<file path="src/rtl/instruction_memory.sv">
// Parametrised instruction store: registered read port plus a streaming valid/ready program loader.
// Optional per-word even parity (macro INSTR_MEM_PARITY_EN) adds the parity_err output.
module instruction_memory #(
    parameter int DATA_WIDTH = 8,
    parameter int ADDR_WIDTH = 8,
    parameter int DEPTH      = 128,
    parameter int INIT_VALUE = 4
) (
    input  logic                  clk,
    input  logic                  rst,
    input  logic                  rd_en,
    input  logic [ADDR_WIDTH-1:0] rd_addr,
    output logic [DATA_WIDTH-1:0] rd_data,
    output logic                  rd_valid,
    output logic                  rd_err,
    input  logic                  ld_start,
    input  logic [ADDR_WIDTH-1:0] ld_base,
    input  logic [ADDR_WIDTH:0]   ld_count,
    input  logic                  ld_valid,
    input  logic [DATA_WIDTH-1:0] ld_data,
    output logic                  ld_ready,
    output logic                  ld_busy,
    output logic                  ld_done,
`ifdef INSTR_MEM_PARITY_EN
    output logic                  parity_err,
`endif
    output logic                  ld_err
);

    localparam int IW = (DEPTH > 1) ? $clog2(DEPTH) : 1;
    localparam logic [DATA_WIDTH-1:0] INIT_WORD = DATA_WIDTH'(INIT_VALUE);

    typedef enum logic [1:0] {IDLE, LOAD, DONE} state_t;

    // Power-up content only; reset deliberately leaves the array alone.
    logic [DATA_WIDTH-1:0] mem [DEPTH] = '{default: INIT_WORD};
`ifdef INSTR_MEM_PARITY_EN
    logic                  par_mem [DEPTH] = '{default: ^INIT_WORD};
`endif

    state_t                state, state_nx;
    logic [ADDR_WIDTH-1:0] ptr;
    logic [ADDR_WIDTH:0]   rem;
    logic [ADDR_WIDTH+1:0] ld_end;
    logic                  ld_over;
    logic                  rd_oor;
    logic                  wr_en;

    // One bit wider than the operands so base+count can never wrap.
    assign ld_end  = {2'b00, ld_base} + {1'b0, ld_count};
    assign ld_over = ld_end > (ADDR_WIDTH+2)'(DEPTH);
    assign rd_oor  = {1'b0, rd_addr} >= (ADDR_WIDTH+1)'(DEPTH);
    assign wr_en   = !rst && (state == LOAD) && ld_valid;

    always_ff @(posedge clk) begin
        if (rst) state <= IDLE;
        else     state <= state_nx;
    end

    always_comb begin
        state_nx = state;
        case (state)
            IDLE: if (ld_start) begin
                if (ld_count == '0) state_nx = DONE;
                else if (!ld_over)  state_nx = LOAD;
            end
            LOAD: if (ld_valid && rem == (ADDR_WIDTH+1)'(1)) state_nx = DONE;
            DONE: state_nx = IDLE;
            default: state_nx = IDLE;
        endcase
    end

    always_comb begin
        ld_ready = 1'b0;
        ld_busy  = 1'b0;
        ld_done  = 1'b0;
        case (state)
            LOAD: begin ld_ready = 1'b1; ld_busy = 1'b1; end
            DONE: begin ld_done  = 1'b1; ld_busy = 1'b1; end
            default: ;
        endcase
    end

    always_ff @(posedge clk) begin
        if (rst) begin
            ptr    <= '0;
            rem    <= '0;
            ld_err <= 1'b0;
        end else begin
            ld_err <= 1'b0;
            if (state == IDLE && ld_start && ld_count != '0) begin
                if (ld_over) begin
                    ld_err <= 1'b1;
                end else begin
                    ptr <= ld_base;
                    rem <= ld_count;
                end
            end else if (state == LOAD && ld_valid) begin
                ptr <= ptr + ADDR_WIDTH'(1);
                rem <= rem - (ADDR_WIDTH+1)'(1);
            end
        end
    end

    always_ff @(posedge clk) begin
        if (wr_en) begin
            mem[ptr[IW-1:0]] <= ld_data;
`ifdef INSTR_MEM_PARITY_EN
            par_mem[ptr[IW-1:0]] <= ^ld_data;
`endif
        end
    end

    // A read while busy is rejected without touching rd_data; out-of-range zeroes it.
    always_ff @(posedge clk) begin
        if (rst) begin
            rd_data  <= '0;
            rd_valid <= 1'b0;
            rd_err   <= 1'b0;
`ifdef INSTR_MEM_PARITY_EN
            parity_err <= 1'b0;
`endif
        end else begin
            rd_valid <= 1'b0;
            rd_err   <= 1'b0;
`ifdef INSTR_MEM_PARITY_EN
            parity_err <= 1'b0;
`endif
            if (rd_en) begin
                if (ld_busy) begin
                    rd_err <= 1'b1;
                end else if (rd_oor) begin
                    rd_err  <= 1'b1;
                    rd_data <= '0;
                end else begin
                    rd_valid <= 1'b1;
                    rd_data  <= mem[rd_addr[IW-1:0]];
`ifdef INSTR_MEM_PARITY_EN
                    parity_err <= par_mem[rd_addr[IW-1:0]] != ^mem[rd_addr[IW-1:0]];
`endif
                end
            end
        end
    end

endmodule
</file>
<file path="config.mk">
export PLATFORM = sky130hd
export DESIGN_NAME = instruction_memory
export DESIGN_NICKNAME = d
export VERILOG_FILES = /design/src/rtl/instruction_memory.sv
export SDC_FILE = /design/constraint.sdc
export NUM_CORES = 1
export LEC_CHECK = 0
export CORE_MARGIN = 4
export CORE_UTILIZATION = 45
export CTS_CLUSTER_DIAMETER = 60
export DETAILED_ROUTE_END_ITERATION = 6
export GPL_ROUTABILITY_DRIVEN = 0
export PLACE_DENSITY = 0.7
export SLEW_MARGIN = 0
export SYNTH_ARGS = -nofsm -noshare
export SYNTH_HDL_FRONTEND = slang
export SYNTH_SLANG_ARGS = --single-unit
export TNS_END_PERCENT = 1
</file>
<file path="constraint.sdc">
create_clock -name clk -period 3.3 [get_ports clk]
set_input_delay 0.66 -clock clk [delete_from_list [all_inputs] [get_ports clk]]
set_output_delay 0.66 -clock clk [all_outputs]
set_load 0.05 [all_outputs]
</file>
# Word-level counts from Yosys, hierarchy flattened
# Memory sizes are Yosys's and may differ from the RTL's.
# Cells that the tools add are included.
# op_classes
bitwise,3
reduce_logical,18
mux,21
order_cmp,2
addsub,3
eq_ne,7
# op_table
op,n
8-bit two-way mux,4
9-bit two-way mux,3
8-bit by 9-bit adder with 10-bit output,1
10-bit by 8-bit greater-than comparator with 1-bit output (second input constant),1
9-bit by 1-bit equality test with 1-bit output (second input constant),1
9-bit logical NOT,1
1-bit two-way mux,9
9-bit nonzero test,1
9-bit by 1-bit subtractor with 9-bit output (second input constant),1
8-bit by 1-bit adder with 8-bit output (second input constant),1
8-bit greater-or-equal comparator (second input constant),1
2-bit two-way mux,4
1-bit logical AND,6
2-bit inequality test (second input constant),3
2-bit OR reduction,3
2-bit one-hot mux with 2 select lines,1
2-bit AND reduction,2
3-bit inequality test (second input constant),1
1-bit NOT,3
3-bit AND reduction,1
3-bit OR reduction,1
2-bit by 1-bit equality test with 1-bit output (second input constant),1
2-bit equality test (second input constant),1
2-bit logical NOT,1
2 further kinds,2
# word_totals
out_inout_bits,14
mem_count,1
input_bits,38
word_cells,62
regBits,30
ram_bits,1024
# memory_table
memory,words,width,rd,rd_clocked_by_memory_dff,wr,line,text
mem,128,8,1,0,1,36,logic [DATA_WIDTH-1:0] mem [DEPTH] = '{default: INIT_WORD};

# Depth between registers and ports, before layout
# logic_depth
ltp_word,6
depth_mapped,11
depth_no_buf,10

# Worst setup path after synthesis
# No wires, ideal clock.
# synth_path
kind,input port to flip-flop
startpoint,input port ld_base[0]
endpoint,register rem[6]
stages,11
n_path_buf,1
setup_slack_ns,0.192
t_required_ns,3.181
arrival_ns,2.989
setup_ns,0.119
path_cell_list,ha_1 > inv_1 > fa_1 > nand2b_1 > a21oi_1 > o31ai_1 > a2111o_1 > a211oi_2 > nor2_2 > buf_2 > o221a_2
# synth_via
elab_chain_len,4
# synth_lines
item,line,text
from (decl),17,"input logic [ADDR_WIDTH-1:0] ld_base,"
8-bit by 9-bit adder with 10-bit output,50,"assign ld_end = {2'b00, ld_base} + {1'b0, ld_count};"
10-bit by 8-bit greater-than comparator with 1-bit output,51,assign ld_over = ld_end > (ADDR_WIDTH+2)'(DEPTH);
2-bit inequality test (no source line),-,
2-bit AND reduction (no source line),-,
to (signal assigned),96,rem <= ld_count;
to (signal assigned),100,rem <= rem - (ADDR_WIDTH+1)'(1);
to (decl),43,logic [ADDR_WIDTH:0] rem;
# No other way between the ends.
# A chain may end at the register's enable or synchronous reset.

# Worst setup path after layout
# layout_path
startpoint,input port ld_count[0]
endpoint,register rem[4]
# layout_via
elab_chain_len,4
# layout_lines
item,line,text
from (decl),18,"input logic [ADDR_WIDTH:0] ld_count,"
8-bit by 9-bit adder with 10-bit output / 9-bit nonzero test (equally long branches),"50, 91",
10-bit by 8-bit greater-than comparator with 1-bit output / 1-bit logical AND (equally long branches),"51, 91",
2-bit inequality test (no source line) / 2-bit nonzero test (equally long branches),-,
2-bit AND reduction (no source line),-,
# Several ways; a longest one is shown, not always the timed one.

==> flow_summary.ini <==
[logic_synthesis]
synth_edf_count = 1024
syn_inst = 1923
ys_seq_area_share_pct = 75.47
ys_async_sr_fraction_pct = 0
syn_avg_cell_area_um2 = 21.59
yosys_most_used_dff = edfxtp_1
synth-seq-cells = 1053
ys_types = 60
synth_area_mm2 = 0.04151
syn_nets = 1976
yosysWarnings = 0

[global_route]
grt-ovfl-total = 0
grt_pass1_vias = 21466
antenna_found_initial = 2
grt_max_degree = 81
grt_util_all_layers_pct = 19.92
grt_pass1_wl_mm = 144.2

[drt]
vias_per_cell = 5.995
wirelength_mm = 96.27
drt_iter0_drc = 2719
drt_pre_antenna_iters = 6
routedWlPerCell_um = 27.44
drc = 0
drtAntennaViolNets = 0
routed-via-count = 21030

[die]
fp-row-count = 111
die_area_mm2 = 0.09718
coreArea_mm2 = 0.09152
die-width_um = 311.7
io_pins = 52
die_h_um = 311.7
start_util_pct = 45.36

[min_path]
min_path_type = reg2reg
worstHoldStart = rem[1]$_SDFFE_PP0P_
min_delay_path_depth = 2
holdPathEnd = rem[1]$_SDFFE_PP0P_

[critical_path]
cp-end-kind = flop
cp.required_ps = 3860
r2r_cells = 8
crit_fanout = 8
crit-reg2reg-launch = state[0]$_SDFFE_PP0P_
crit_top_cell = buf_4
path_class = in2reg
path_cells = clkdlybuf4s50_1 > ha_1 > inv_1 > fa_1 > xnor2_1 > nor3b_2 > o21ai_0 > a2111o_1 > a211oi_2 > buf_4 > nor2_2 > buf_4 > o32ai_1
arrival_ps = 3680
cp-start-kind = input port
slowest_delay_ps = 510
r2r_setup_slack_ps = 450
slowest_stage = clkdlybuf4s50_1
reg2reg_to = rd_data[0]$_SDFFE_PP0P_

[finish]
area_delta_synth_final_pct = 17.22
layout_commonest_cell = edfxtp_1
final_cell_mix = edfxtp_1 (1,024), mux4_2 (307), buf_4 (232)
seq_area_mm2 = 0.03133
num-fill-cells = 6795
multi_input_area_mm2 = 0.009627
drive_gt1_share_pct = 32.37
final_nets = 2286
stdcell_count = 3508

[sta]
hold_violations = 0
setup_violations = 0
min_period_ps = 3121
period_share_pct = 94.58
rsz0062_at_grt = false
fmax_mhz = 320.4
worst_slew_pin_slew_ps = 963.8
drv_slew = 0
fin_worst_skew_ps = 28.45
relSlewSlack_pct = 34.08

[power]
power_density_mw_per_mm2 = 576.1
power_leakage_nw = 15.62
total_power_mw = 28.03
peakVddDrop_uv = 487.4

[clock_network]
cts_buffer_depth = 3
cts_buffers = 104
cts_tree = built
clkTransAtPathRegs_ps = 60
clock_latency_ps = 660
h-tree-depth = 3
cts_root_buffer = clkbuf_16
cts_sinks = 1053
hold_buffers = 0

[outcome]
status = completed

[place]
place_inst = 3313
place.detailed.hpwl_mm = 60.70
portBuffers = 51

[job]
cap_viol_max_count = 0
per-stage QoR:
step	instance area (um2)	util, %	setup slack [ps]	hold WS, ps	setup TNS [ps]
after floorplan	41510	-	191.8	455.6	0
after global placement	45320	49.52	-349.8	481.6	-5245
after detailed placement	45320	49.52	-516.9	497.3	-7733
after CTS	48650	53.15	142.7	507.0	0
after global routing	48660	53.16	43.40	537.0	0
final	48660	53.17	178.9	508.1	0
what timing repair did:
action / 4_1_cts / 5_1_grt
gates resized for setup: 0 / 3
buffers inserted: 0 / 0
setup endpoints to repair: 0 / 9
kinds of logic (layout without fill, tap and decap cells):
group | count (synthesis) | after routing | synth area share (%)
DFF | 1053 | 1053 | 75.47
muxes | 343 | 343 | 17.54
and+or+nand+nor | 278 | 278 | 3.032
buffers and inverters | 116 | 513 | 1.362
AOI/OAI and AO/OA | 114 | 114 | 2.040
adders and majority gates | 15 | 15 | 0.4702
xor gates and xnor gates | 4 | 4 | 0.08440
other | 0 | 2 | 0
Yosys cell counts, drive strengths merged (3+ instances only):
library cell | count | area (um2)
nand2 | 32 | 120.1
xnor2 | 3 | 26.28
nand3b | 4 | 30.03
nor4b | 3 | 26.28
mux2i | 29 | 290.3
nand3 | 19 | 95.09
buf | 52 | 325.3
mux2 | 7 | 78.83
o221a | 4 | 45.04
a221o | 5 | 50.05
o22ai | 5 | 31.28
a2111oi | 12 | 105.1
or3 | 14 | 87.58
a21oi | 27 | 135.1
nor2b | 20 | 125.1
or3b | 3 | 26.28
nor3 | 8 | 40.04
mux4 | 307 | 6914
nor2 | 158 | 595.6
a22oi | 4 | 30.03
and3 | 4 | 25.02
o32ai | 8 | 70.07
nor3b | 4 | 30.03
o221ai | 5 | 43.79
o21ai | 12 | 60.06
edfxtp | 1024 | 30750
clkbuf | 51 | 191.4
ha | 14 | 175.2
nand4 | 3 | 18.77
a211oi | 7 | 57.55
inv | 13 | 48.80
o211ai | 4 | 30.03
dfxtp | 29 | 580.6
registers in the layout (all words and copies together) (netlist names):
name      flops
ld_err        1
mem        1024
ptr           7
rd_data       8
rd_err        1
rd_valid      1
rem           9
state         2
worst max path at each step:
stage | from | endpoint | slack, ps | cells after the start
3_5_place_dp | ld_count[0] | rem[3]$_SDFFE_PP0P_ | -520 | 13
4_1_cts | ld_count[0] | rem[3]$_SDFFE_PP0P_ | 140 | 13
6_report | ld_count[0] | rem[4]$_SDFFE_PP0P_ | 180 | 13
2_1_floorplan | ld_base[0] | rem[6]$_SDFFE_PP0P_ | 190 | 11
3_3_place_gp | ld_count[0] | ptr[3]$_SDFFE_PP0P_ | -350 | 13
5_1_grt | ld_count[0] | rem[3]$_SDFFE_PP0P_ | 40 | 13
cell type report:
type	instances	share of cell area (%)
antenna	2	0.01028
clock buffer	143	5.965
clock inverter	50	0.8768
inverter	13	0.1003
multi-input combinational	754	19.78
sequential	1053	64.38
tap	1186	3.049
timing repair buffer	307	5.832
critical path, delay by kind of cell:
kind | cells | cell delay (ps)
compound gates | 4 | 1090
xor+xnor | 1 | 190
fa+ha+maj | 2 | 600
buf+inv | 4 | 900
simple gates | 2 | 230
layer usage:
layer  vias up  global-route usage, %  part of all wire, %
li1       8737                      -                    -
met1     11113                  28.85                   40
met2      1024                  31.76                   48
met3       154                  3.618                  8.9
met4         2                  5.053                  2.4
met5         -                      0                0.014
power breakdown:
group | switching (mW) | internal (mW) | total, mW
registers | 0.0523 | 14.7 | 14.7
logic | 1.06 | 0.767 | 1.83
clock network | 4.84 | 6.62 | 11.5
total | 5.95 | 22.1 | 28.0
Note: power is estimated with default switching activity, not from simulation.
